## config.mk

```make
export PLATFORM = sky130hd
export DESIGN_NAME = gcd_job_scheduler
export DESIGN_NICKNAME = d
export VERILOG_FILES = /design/src/rtl/gcd_job_scheduler.sv
export SDC_FILE = /design/constraint.sdc
export NUM_CORES = 1
export LEC_CHECK = 0
export BUFFER_PORTS_ARGS = -buffer_cell sky130_fd_sc_hd__buf_2
export CORE_ASPECT_RATIO = 1.2
export CORE_MARGIN = 5
export CORE_UTILIZATION = 43
export DETAILED_ROUTE_END_ITERATION = 7
export GPL_TIMING_DRIVEN = 0
export MAX_ROUTING_LAYER = met4
export PLACE_DENSITY_LB_ADDON = 0.08
export SYNTH_ARGS = -nofsm -noshare
export SYNTH_HDL_FRONTEND = slang
export SYNTH_SLANG_ARGS = --single-unit
export TNS_END_PERCENT = 5
```

## constraint.sdc

```tcl
create_clock -name clk -period 3.1 [get_ports clk]
set_clock_uncertainty 0.15 [all_clocks]
set_input_delay 0.62 -clock clk [delete_from_list [all_inputs] [get_ports clk]]
set_output_delay 0.62 -clock clk [all_outputs]
set_load 0.01 [all_outputs]
```

## src/rtl/gcd_job_scheduler.sv

```systemverilog
// Purpose : shares one GCD core between N_REQ requesters; round-robin arbitration, tagged responses.
// Latency : zero-operand bypass responds 1 cycle after accept; core jobs respond 1 cycle after core_done_i,
//           or 3+TO_CYCLES cycles after accept when the core times out and is aborted.
// Backpressure: one job in flight; req_ready_o stays 0 until the pending response is taken (rsp_ready_i).
//
// Ports:
//   clk, rst                    clock (rising edge), asynchronous active-low reset
//   req_valid_i/req_a_i/req_b_i per-requester operand pairs, requester k at [k*WIDTH +: WIDTH]
//   req_ready_o                 one-hot accept, only while idle
//   rsp_valid_o/rsp_id_o/rsp_result_o/rsp_err_o, rsp_ready_i   tagged response channel
//   core_start_o/core_abort_o/core_a_o/core_b_o/core_done_i/core_result_i   GCD core handshake
//   busy_o                      a job is in progress (state != IDLE)
module gcd_job_scheduler #(
    parameter int N_REQ     = 4,
    parameter int WIDTH     = 16,
    parameter int TO_CYCLES = 1024,
    localparam int ID_W     = $clog2(N_REQ)
) (
    input  logic                   clk,
    input  logic                   rst,
    input  logic [N_REQ-1:0]       req_valid_i,
    input  logic [N_REQ*WIDTH-1:0] req_a_i,
    input  logic [N_REQ*WIDTH-1:0] req_b_i,
    output logic [N_REQ-1:0]       req_ready_o,
    output logic                   rsp_valid_o,
    output logic [ID_W-1:0]        rsp_id_o,
    output logic [WIDTH-1:0]       rsp_result_o,
    output logic                   rsp_err_o,
    input  logic                   rsp_ready_i,
    output logic                   core_start_o,
    output logic                   core_abort_o,
    output logic [WIDTH-1:0]       core_a_o,
    output logic [WIDTH-1:0]       core_b_o,
    input  logic                   core_done_i,
    input  logic [WIDTH-1:0]       core_result_i,
    output logic                   busy_o
);

    localparam int CNT_W = $clog2(TO_CYCLES);

    typedef enum logic [2:0] {
        S_IDLE,
        S_ISSUE,
        S_WAIT,
        S_ABORT,
        S_RESP
    } state_t;

    state_t            state;
    logic [ID_W-1:0]   last_grant;
    logic [CNT_W-1:0]  cnt;

    logic              win_found;
    logic [ID_W-1:0]   win_id;
    logic [WIDTH-1:0]  win_a;
    logic [WIDTH-1:0]  win_b;

    // Round-robin pick: scan from last_grant+1 upward with wrap; the previous
    // winner is checked last so a continuously valid requester waits at most
    // N_REQ-1 other jobs.
    always_comb begin
        win_found = 1'b0;
        win_id    = '0;
        for (int i = 1; i <= N_REQ; i++) begin
            if (!win_found && req_valid_i[(int'(last_grant) + i) % N_REQ]) begin
                win_found = 1'b1;
                win_id    = ID_W'((int'(last_grant) + i) % N_REQ);
            end
        end
    end

    assign win_a = req_a_i[int'(win_id)*WIDTH +: WIDTH];
    assign win_b = req_b_i[int'(win_id)*WIDTH +: WIDTH];

    // Accept is combinational in IDLE; gated by rst so every output reads 0
    // while reset is held even if requesters keep their valids up.
    always_comb begin
        req_ready_o = '0;
        if (rst && state == S_IDLE && win_found) begin
            req_ready_o[win_id] = 1'b1;
        end
    end

    assign busy_o = (state != S_IDLE);

    always_ff @(posedge clk or negedge rst) begin
        if (!rst) begin
            state        <= S_IDLE;
            last_grant   <= ID_W'(N_REQ - 1);
            cnt          <= '0;
            core_start_o <= 1'b0;
            core_abort_o <= 1'b0;
            core_a_o     <= '0;
            core_b_o     <= '0;
            rsp_valid_o  <= 1'b0;
            rsp_id_o     <= '0;
            rsp_result_o <= '0;
            rsp_err_o    <= 1'b0;
        end else begin
            // start/abort are single-cycle pulses
            core_start_o <= 1'b0;
            core_abort_o <= 1'b0;
            case (state)
                S_IDLE: begin
                    if (win_found) begin
                        last_grant <= win_id;
                        rsp_id_o   <= win_id;
                        core_a_o   <= win_a;
                        core_b_o   <= win_b;
                        // gcd(x,0) = x; the core cannot take a zero operand
                        // (its modulo step would divide by zero).
                        if (win_a == '0 || win_b == '0) begin
                            rsp_result_o <= win_a | win_b;
                            rsp_err_o    <= 1'b0;
                            rsp_valid_o  <= 1'b1;
                            state        <= S_RESP;
                        end else begin
                            core_start_o <= 1'b1;
                            state        <= S_ISSUE;
                        end
                    end
                end
                S_ISSUE: begin
                    cnt   <= '0;
                    state <= S_WAIT;
                end
                S_WAIT: begin
                    cnt <= cnt + 1'b1;
                    // done is checked first so it wins over a same-cycle timeout
                    if (core_done_i) begin
                        rsp_result_o <= core_result_i;
                        rsp_err_o    <= 1'b0;
                        rsp_valid_o  <= 1'b1;
                        state        <= S_RESP;
                    end else if (cnt == CNT_W'(TO_CYCLES - 1)) begin
                        core_abort_o <= 1'b1;
                        state        <= S_ABORT;
                    end
                end
                S_ABORT: begin
                    rsp_result_o <= '0;
                    rsp_err_o    <= 1'b1;
                    rsp_valid_o  <= 1'b1;
                    state        <= S_RESP;
                end
                S_RESP: begin
                    if (rsp_ready_i) begin
                        rsp_valid_o <= 1'b0;
                        state       <= S_IDLE;
                    end
                end
                default: state <= S_IDLE;
            endcase
        end
    end

endmodule

```

Word-level counts from Yosys, hierarchy flattened
Cells that the tools add are included.
{"block": "totals", "ff_bits": 69, "in_bits": 152, "out_inout_bits": 59, "wordCells": 113}
{"block": "classes", "add_sub_neg": 5, "order_cmp": 6, "n_eq_ne": 10, "shifts": 2, "mux": 49, "bitwise": 5, "n_reduce_logical": 25}
{"operator": "$shiftx 64x7->16", "count": 2}
{"operator": "$mux 16", "count": 3}
{"operator": "$pmux 16 s3", "count": 1}
{"operator": "$logic_not 16->1", "count": 2}
{"operator": "$mux 1", "count": 26}
{"operator": "$pmux 10 s2", "count": 1}
{"operator": "$lt 3x4->1 const B", "count": 4}
{"operator": "$or 16x16->16", "count": 1}
{"operator": "$mux 3", "count": 5}
{"operator": "$pmux 3 s5", "count": 1}
{"operator": "$add 10x1->10 const B", "count": 1}
{"operator": "$eq 10x10->1 const B", "count": 1}
{"operator": "$bmux 1 s2", "count": 4}
{"operator": "$mux 2", "count": 4}
{"operator": "$reduce_or 2->1", "count": 4}
{"operator": "$eq 3x2->1 const B", "count": 2}
{"operator": "$logic_and 1x1->1", "count": 6}
{"operator": "$ne 2x2->1 const B", "count": 3}
{"operator": "$reduce_bool 3->1", "count": 2}
{"operator": "$reduce_and 5->1", "count": 1}
{"operator": "$add 2x1->2 const B", "count": 2}
{"operator": "$add 2x2->2 const B", "count": 2}
{"operator": "$and 1x1->1 const A", "count": 4}
{"operator": "$mux 4", "count": 1}
{"operator": "other kinds (17)", "count": 19}

Longest topological paths before layout
Gate-level depths: netlist of run 1.
{"block": "logic_depth", "word_depth": 22, "mapped_depth": 12, "ltp_nobuf": 8}

Least setup slack after synthesis of run 1
OpenSTA, ideal clock, no wires.
{"block": "synth_timing", "path_type": "input -> register", "startpoint": "input port req_valid_i[0]", "endpoint": "register rsp_result_o[0]", "setup_ns": 0.125, "arrival_time_ns": 2.748, "required_time_ns": 2.825, "path_slack_ns": 0.077, "stages": 11, "path_buffers": 3, "cell_sequence": "o211a_1 or2_1 buf_6 buf_6 o21ai_0 a32oi_1 nor4_1 and4_4 o211ai_4 buf_6 mux2_4"}
{"block": "synth_between", "elab_chain_len": 18, "word_cells_on_any_way": 38, "cone_classes": "eq/ne: 2; shift: 2; mux: 23; bitwise: 1; reduce/logical: 10"}
{"item": "from (decl)", "line": "21", "rtl": "input logic [N_REQ-1:0] req_valid_i,"}
{"item": "$bmux 1 s2", "line": "65", "rtl": "if (!win_found && req_valid_i[(int'(last_grant) + i) % N_REQ]) begin"}
{"item": "$mux 1 (not written as such) (2 in series)", "line": "65"}
{"item": "$mux 1", "line": "65"}
{"item": "$logic_not 1->1", "line": "65"}
{"item": "$logic_and 1x1->1", "line": "65"}
{"item": "$mux 1", "line": "65"}
{"item": "$logic_not 1->1", "line": "65"}
{"item": "$logic_and 1x1->1", "line": "65"}
{"item": "$mux 1", "line": "65"}
{"item": "$logic_not 1->1", "line": "65"}
{"item": "$logic_and 1x1->1", "line": "65"}
{"item": "$mux 2", "line": "65"}
{"item": "$shiftx 64x7->16, on equally long branches", "line": "72, 73"}
{"item": "$logic_not 16->1 or $or 16x16->16 (tied branches)", "line": "112, 113"}
{"item": "$logic_or 1x1->1 or $mux 16 (tied branches)", "line": "112", "rtl": "if (win_a == '0 || win_b == '0) begin"}
{"item": "$ne 2x1->1 (no line) or $mux 16 (tied branches)"}
{"item": "$reduce_and 4->1 (no line) or $pmux 16 s3 (tied branches)"}
{"item": "to (signal assigned)", "line": "113", "rtl": "rsp_result_o <= win_a | win_b;"}
{"item": "to (signal assigned)", "line": "131", "rtl": "rsp_result_o <= core_result_i;"}
{"item": "to (decl)", "line": "27", "rtl": "output logic [WIDTH-1:0] rsp_result_o,"}
Several ways; a longest one is shown, not always the timed one. The select of a mux whose other input is x is not followed.
A chain may end at the register's enable or synchronous reset.

Worst setup path in the final report of run 1
{"block": "layout_timing", "startpoint": "register last_grant[1]", "endpoint": "register rsp_result_o[9]"}
{"block": "layout_between", "elab_chain_len": 19, "word_cells_on_any_way": 42, "cone_classes": "add/sub: 4; eq/ne: 2; shift: 2; mux: 23; bitwise: 1; reduce/logical: 10"}
{"item": "from (decl)", "line": "50", "rtl": "logic [ID_W-1:0] last_grant;"}
{"item": "from (signal assigned)", "line": "89", "rtl": "last_grant <= ID_W'(N_REQ - 1);"}
{"item": "from (signal assigned)", "line": "106", "rtl": "last_grant <= win_id;"}
{"item": "$add 2x1->2", "line": "65, 67"}
{"item": "$bmux 1 s2", "line": "65"}
{"item": "$mux 1 (not written as such) (2 in series)", "line": "65"}
{"item": "$mux 1", "line": "65"}
{"item": "$logic_not 1->1", "line": "65"}
{"item": "$logic_and 1x1->1", "line": "65"}
{"item": "$mux 1", "line": "65"}
{"item": "$logic_not 1->1", "line": "65"}
{"item": "[2 not listed]"}
{"item": "$logic_not 1->1", "line": "65"}
{"item": "$logic_and 1x1->1", "line": "65"}
{"item": "$mux 2", "line": "65"}
{"item": "$shiftx 64x7->16, on equally long branches", "line": "72, 73"}
{"item": "$logic_not 16->1 or $or 16x16->16 (tied branches)", "line": "112, 113"}
{"item": "$logic_or 1x1->1 or $mux 16 (tied branches)", "line": "112"}
{"item": "$ne 2x1->1 (no line) or $mux 16 (tied branches)"}
{"item": "$reduce_and 4->1 (no line) or $pmux 16 s3 (tied branches)"}
Several ways; a longest one is shown, not always the timed one. The select of a mux whose other input is x is not followed.

==> flow_summary.json, run 1 <==
{
  "synthCells": 514,
  "worst-path-max-fanout": 10,
  "synth_ff_type": "dfrtp_1",
  "numCtsBuffers": 9,
  "die_h_microns": 123,
  "io_pins": 211,
  "grt_pass1_wl_microns": 28800,
  "r2r-start": "last_grant[1]",
  "grt_usage_pct": 29.4,
  "fin_area_sq_um": 6930,
  "mostFrequentLayoutCells": "buf_2 (214), nand2_1 (78), dfrtp_1 (67)",
  "hold_class": "input pin to asynchronous set/reset pin",
  "clock-sinks": 69,
  "tightest_slew_ps": 917,
  "violations": "setup timing",
  "setup_viol": 16,
  "avgSynthCellArea_sq_um": 8.90,
  "end_kind": "register",
  "synth-edff-count": 0,
  "gp_congestion": 0.986,
  "slew_viol_final": 0,
  "timing.final.hold_violations": 0,
  "cp.arrival_ps": 3230,
  "hpwl_microns": 14500,
  "rr_endpoint": "rsp_result_o[9]",
  "synth.distinct_cells": 45,
  "wl_per_cell_microns": 21.1,
  "num_vias": 5286,
  "outcome": "complete, but fails checks",
  "finalNonFillerCells": 898,
  "synth_seq_cells": 69,
  "first_iter_violations": 355,
  "period_share_pct": 102,
  "rows": 41,
  "path_clk_slew_ps": 60,
  "final_nets": 917,
  "power_per_cell_area_nw_per_um2": 1030,
  "post_route_cells_drive_above_1_share_pct": 48.1,
  "drc": 0,
  "final_common_cell": "buf_2",
  "setup_ws_ps": -66.0,
  "cap_violations": 0,
  "routed_wl_microns": 18900,
  "overflow": 0,
  "startpoint_type": "register",
  "ys_seq_area_share_pct": 37.8,
  "viasPerCell": 5.89,
  "syn_nets": 667,
  "cts_tree": "built",
  "critPathMaxStageDelay_ps": 540,
  "start_util_pct": 43.7,
  "firstDrtPassIters": 5,
  "reg2reg_slack_ps": -70,
  "cellLeakagePower_nw": 3.17,
  "grt_start_max_net_pins": 71,
  "dieWidth_microns": 104,
  "fp.dieArea_sq_um": 12800,
  "grt_pass1_vias": 5182,
  "yosysWarnings": 0,
  "insertion_delay_ps": 330,
  "fmax_mhz": 316,
  "max_slew_margin_pct": 38.8,
  "cp_slowest_cell": "dfstp_2",
  "cts.htree.levels": 3,
  "worstPathRequired_ps": 3170,
  "drt.antenna.violating_nets": 0,
  "synthesis.area_sq_um": 4580,
  "io_buffers": 210,
  "layout_min_cycle_time_ps": 3170,
  "area_growth_pct": 51.4,
  "antenna_found_initial": 0,
  "antenna_cells": 0,
  "clockBufferDepth": 2,
  "dp.cells": 853,
  "path_class": "register to register",
  "reg2reg_depth": 11,
  "async_flop_share_pct": 100,
  "rsz0062_at_grt": "yes",
  "place_area_sq_um": 5790,
  "crit_chain": "buf_8 > mux2i_4 > o22ai_4 > or2_4 > buf_12 > a32oi_4 > nor4_1 > and4_4 > o211ai_4 > buf_6 > mux2_2",
  "dpl_worst_slack_ps": -678,
  "irDropWorstVdd_v": 0.000502,
  "core_area_sq_um": 10500,
  "cts-root-buf": "clkbuf_16",
  "cts_hold_buf": 0
}
[final cells by class]
cell class / count / area [sq um]
Buffer: 38 / 278
Clock buffer: 10 / 229
Clock inverter: 6 / 40.0
Fill cell: 936 / 3540
Inverter: 6 / 22.5
Multi-Input combinational cell: 401 / 3180
Sequential cell: 69 / 1730
Tap cell: 129 / 161
Timing Repair Buffer: 239 / 1290
[repair_timing]
item,in CTS,in global routing
endpoints found under the setup margin,22,24
gates resized for setup,77,63
hold endpoints to repair,0,0
setup buffers,9,19
gates cloned,0,1
pin swaps,7,20
[through the flow]
stage / TNS, ps / hold WS (ps) / utilization [%] / power [W]
after global routing: -2380 / 338 / 66.2 / 0.00761
after CTS: -424 / 294 / 62.3 / 0.00662
final: -826 / 246 / 66.2 / 0.00717
after floorplan: 0 / 174 / - / 0.00388
after detailed placement: -11220 / 311 / 55.3 / 0.00516
after global placement: -11870 / 308 / 55.3 / 0.00510
[kinds of logic after synthesis]
logic type	synth area share, %
AOI/OAI and AO/OA	18.5
adders and majority gates	0.273
buffers and inverters	4.68
DFF	37.8
muxes	16.2
and+or+nand+nor	22.6
[where the power goes]
| group | internal, W | switching (W) | total, W |
|---|---|---|---|
| combinational | 0.00209 | 0.00259 | 0.00468 |
| clock | 0.000540 | 0.000396 | 0.000936 |
| sequential | 0.00131 | 0.000242 | 0.00155 |
| total | 0.00394 | 0.00323 | 0.00717 |
[Yosys cell counts (all sizes together) (17+ instances only)]
library cell / n / area share [%]
o21ai: 64 / 7.0
clkbuf: 21 / 1.7
mux2: 32 / 8.5
nand2b: 20 / 2.7
a32oi: 17 / 3.3
nand3: 23 / 2.5
dfrtp: 67 / 37
buf: 17 / 2.4
a21oi: 21 / 2.5
nor4: 22 / 3.0
nand2: 78 / 6.4
nor2: 19 / 1.9
mux2i: 35 / 7.7
[routing by layer]
metal / share of wire [%] / routed length [microns] / global-route usage (%)
met5: 0 / 0 / -
met1: 39 / 7410 / 35.6
met2: 50 / 9560 / 50.5
met4: 3.8 / 720 / 9.31
met3: 6.6 / 1250 / 5.01
[worst max-delay path by stage]
stage                   startpoint                to  slack (ps)  depth (start not counted)
floorplan           req_valid_i[0]   rsp_result_o[0]          80                         11
global placement    req_valid_i[0]   rsp_result_o[6]        -680                         11
detailed placement  req_valid_i[0]  rsp_result_o[15]        -680                         11
CTS                  last_grant[1]  rsp_result_o[15]         -30                         11
global route         last_grant[1]   rsp_result_o[8]        -160                         12
finish               last_grant[1]   rsp_result_o[9]         -70                         11
[sequential cells by signal (all words and copies together) (netlist names)]
| name | flops |
|---|---|
| core_a_o | 16 |
| core_b_o | 16 |
| rsp_result_o | 16 |
| cnt | 10 |
| state | 3 |
| last_grant | 2 |
| rsp_id_o | 2 |
| core_abort_o | 1 |
| core_start_o | 1 |
| rsp_err_o | 1 |
| rsp_valid_o | 1 |
[critical path: cells and delay by family (launching register included)]
family	cells	cell delay, ps
simple gates	3	580
compound gates	3	730
buf+inv	3	480
mux	2	580
flops	1	540
No activity file was read; power rests on OpenSTA's default activity.
==> inputs of run 2 (changes only) <==
--- a/config.mk
+++ b/config.mk
@@ -13,6 +13,7 @@
 export GPL_TIMING_DRIVEN = 0
 export MAX_ROUTING_LAYER = met4
 export PLACE_DENSITY_LB_ADDON = 0.08
+export SETUP_SLACK_MARGIN = 0.2
 export SYNTH_ARGS = -nofsm -noshare
 export SYNTH_HDL_FRONTEND = slang
 export SYNTH_SLANG_ARGS = --single-unit
==> flow_summary.json, run 2 (synthesis gave the netlist of run 1 again) <==
{
  "ff_latch_area_sq_um": 1730,
  "finalNonFillerCells": 886,
  "dpl_worst_slack_ps": -663,
  "grt_use_met3_pct": 7.10,
  "finalSetupTns_ps": -115,
  "fp.dieArea_sq_um": 12800,
  "path_class": "register to register",
  "rows": 41,
  "layout_min_cycle_time_ps": 3130,
  "num_vias": 5176,
  "cp_slowest_cell": "dfstp_2",
  "grt_start_max_net_pins": 71,
  "gp_congestion": 0.995,
  "numCtsBuffers": 9,
  "area_growth_pct": 49.6,
  "routed_wl_microns": 18600,
  "finalPower_w": 0.00702,
  "crit_start": "last_grant[1]",
  "postLayoutCoreUtil_pct": 65.4,
  "mostFrequentLayoutCells": "buf_2 (211), nand2_1 (78), dfrtp_1 (67)",
  "violations": "setup timing",
  "antenna_cells": 0,
  "r2r-start": "last_grant[1]",
  "grt_pass1_wl_microns": 28500,
  "grtUsageMet2_pct": 49.9,
  "multi_input_area_sq_um": 3150,
  "cts_hold_buf": 0,
  "cp.arrival_ps": 3190,
  "hold_class": "input pin to asynchronous set/reset pin",
  "cts.htree.levels": 3,
  "max_slew_margin_pct": 40.3,
  "final_common_cell": "buf_2",
  "crit_buf_inv": 3,
  "wl_per_cell_microns": 21.0,
  "viasPerCell": 5.84,
  "path_delay_family": "simple AND/OR/NAND/NOR gates",
  "firstDrtPassIters": 5,
  "hpwl_microns": 14500,
  "io_buffers": 210,
  "cap_violations": 0,
  "clockBufferDepth": 2,
  "antenna_found_initial": 0,
  "power_per_cell_area_nw_per_um2": 1030,
  "irDropWorstVdd_v": 0.000614,
  "core_area_sq_um": 10500,
  "drt.antenna.violating_nets": 0,
  "fill_cells": 904,
  "critPathMaxStageDelay_ps": 520,
  "met1_usage_pct": 32.6,
  "end_kind": "register",
  "grt_usage_pct": 29.1,
  "insertion_delay_ps": 330,
  "grt.busiest_layer": "met2",
  "timing.final.hold_violations": 0,
  "slew_viol_final": 0,
  "die_h_microns": 123,
  "grt_pass1_vias": 5327,
  "dp.cells": 853,
  "outcome": "complete, but fails checks",
  "post_route_cells_drive_above_1_share_pct": 47.4,
  "final_nets": 905,
  "io_pins": 211,
  "cts_tree": "built",
  "rsz0062_at_grt": "yes",
  "clock-sinks": 69,
  "tightest_slew_ps": 895,
  "top_regs": "core_a_o: 16 flops, core_b_o: 16 flops, rsp_result_o: 16 flops",
  "dieWidth_microns": 104,
  "drc": 0,
  "worstPathRequired_ps": 3160,
  "path_clk_slew_ps": 60,
  "period_share_pct": 101,
  "fmax_mhz": 320,
  "overflow": 0,
  "setup_ws_ps": -25.4,
  "crit_top_cell": "buf_8",
  "first_iter_violations": 291,
  "cts-root-buf": "clkbuf_16",
  "setup_viol": 10,
  "cellLeakagePower_nw": 3.11,
  "startpoint_type": "register",
  "worst-path-max-fanout": 10,
  "crit_chain": "buf_6 > mux2i_4 > o22ai_4 > buf_8 > a311oi_4 > a32oi_4 > nor4_4 > and4_4 > o211ai_4 > buf_8 > mux2_4",
  "start_util_pct": 43.7
}
## run 2: cell count changes in the layout (fill, tap and decap cells not counted), sizes merged
cell and change:
buf -12, bufinv +1, clkinvlp +2, inv +2, clkinv -5
## run 2: layer usage
metal	share of wire [%]	wire length (microns)
met4	3.8	707
met3	6.5	1220
met2	50	9330
met1	40	7360
met5	0	0
## run 2: final cells by class
type	instances	share of cell area, %
Clock buffer	10	3.49
Tap cell	129	2.36
Inverter	6	0.329
Multi-Input combinational cell	401	46.1
Clock inverter	6	1.02
Sequential cell	69	25.3
Buffer	38	4.20
Timing Repair Buffer	227	17.3
## run 2: where the power goes
part	internal [W]	switching (W)
logic	0.00191	0.00250
registers	0.00131	0.000238
clock network	0.000650	0.000409
total	0.00387	0.00315
## run 2: what timing repair did
action	in CTS	in global routing
gates resized for setup	67	43
buffers inserted	10	7
gates cloned	0	0
pin swaps	9	8
setup endpoints to repair	25	25
## run 2: worst register-to-register path: stages (launching register included)
cell and delay [ps]:
dfstp_2 520, buf_6 140, mux2i_4 250, o22ai_4 130
buf_8 190, a311oi_4 260, a32oi_4 130, nor4_4 350
and4_4 290, o211ai_4 110, buf_8 190, mux2_4 300
## run 2: per-stage QoR
step | hold slack (ps) | area [sq um]
finish | 236 | 6840
global route | 323 | 6840
CTS | 286 | 6620
detailed placement | 310 | 5870
global placement | 308 | 5870
floorplan | 174 | 4660
## run 2: worst paths after layout
| check | endpoint | slack (ps) | cells after the start |
|---|---|---|---|
| min in group clk | core_b_o[6] | 330 | 2 |
| max reg2reg | rsp_result_o[6] | -30 | 11 |
| min reg2reg | core_b_o[6] | 330 | 2 |
| max in group asynchronous | rsp_id_o[0] | 1950 | 1 |
| max | rsp_result_o[6] | -30 | 11 |
| min | core_a_o[0] | 240 | 1 |
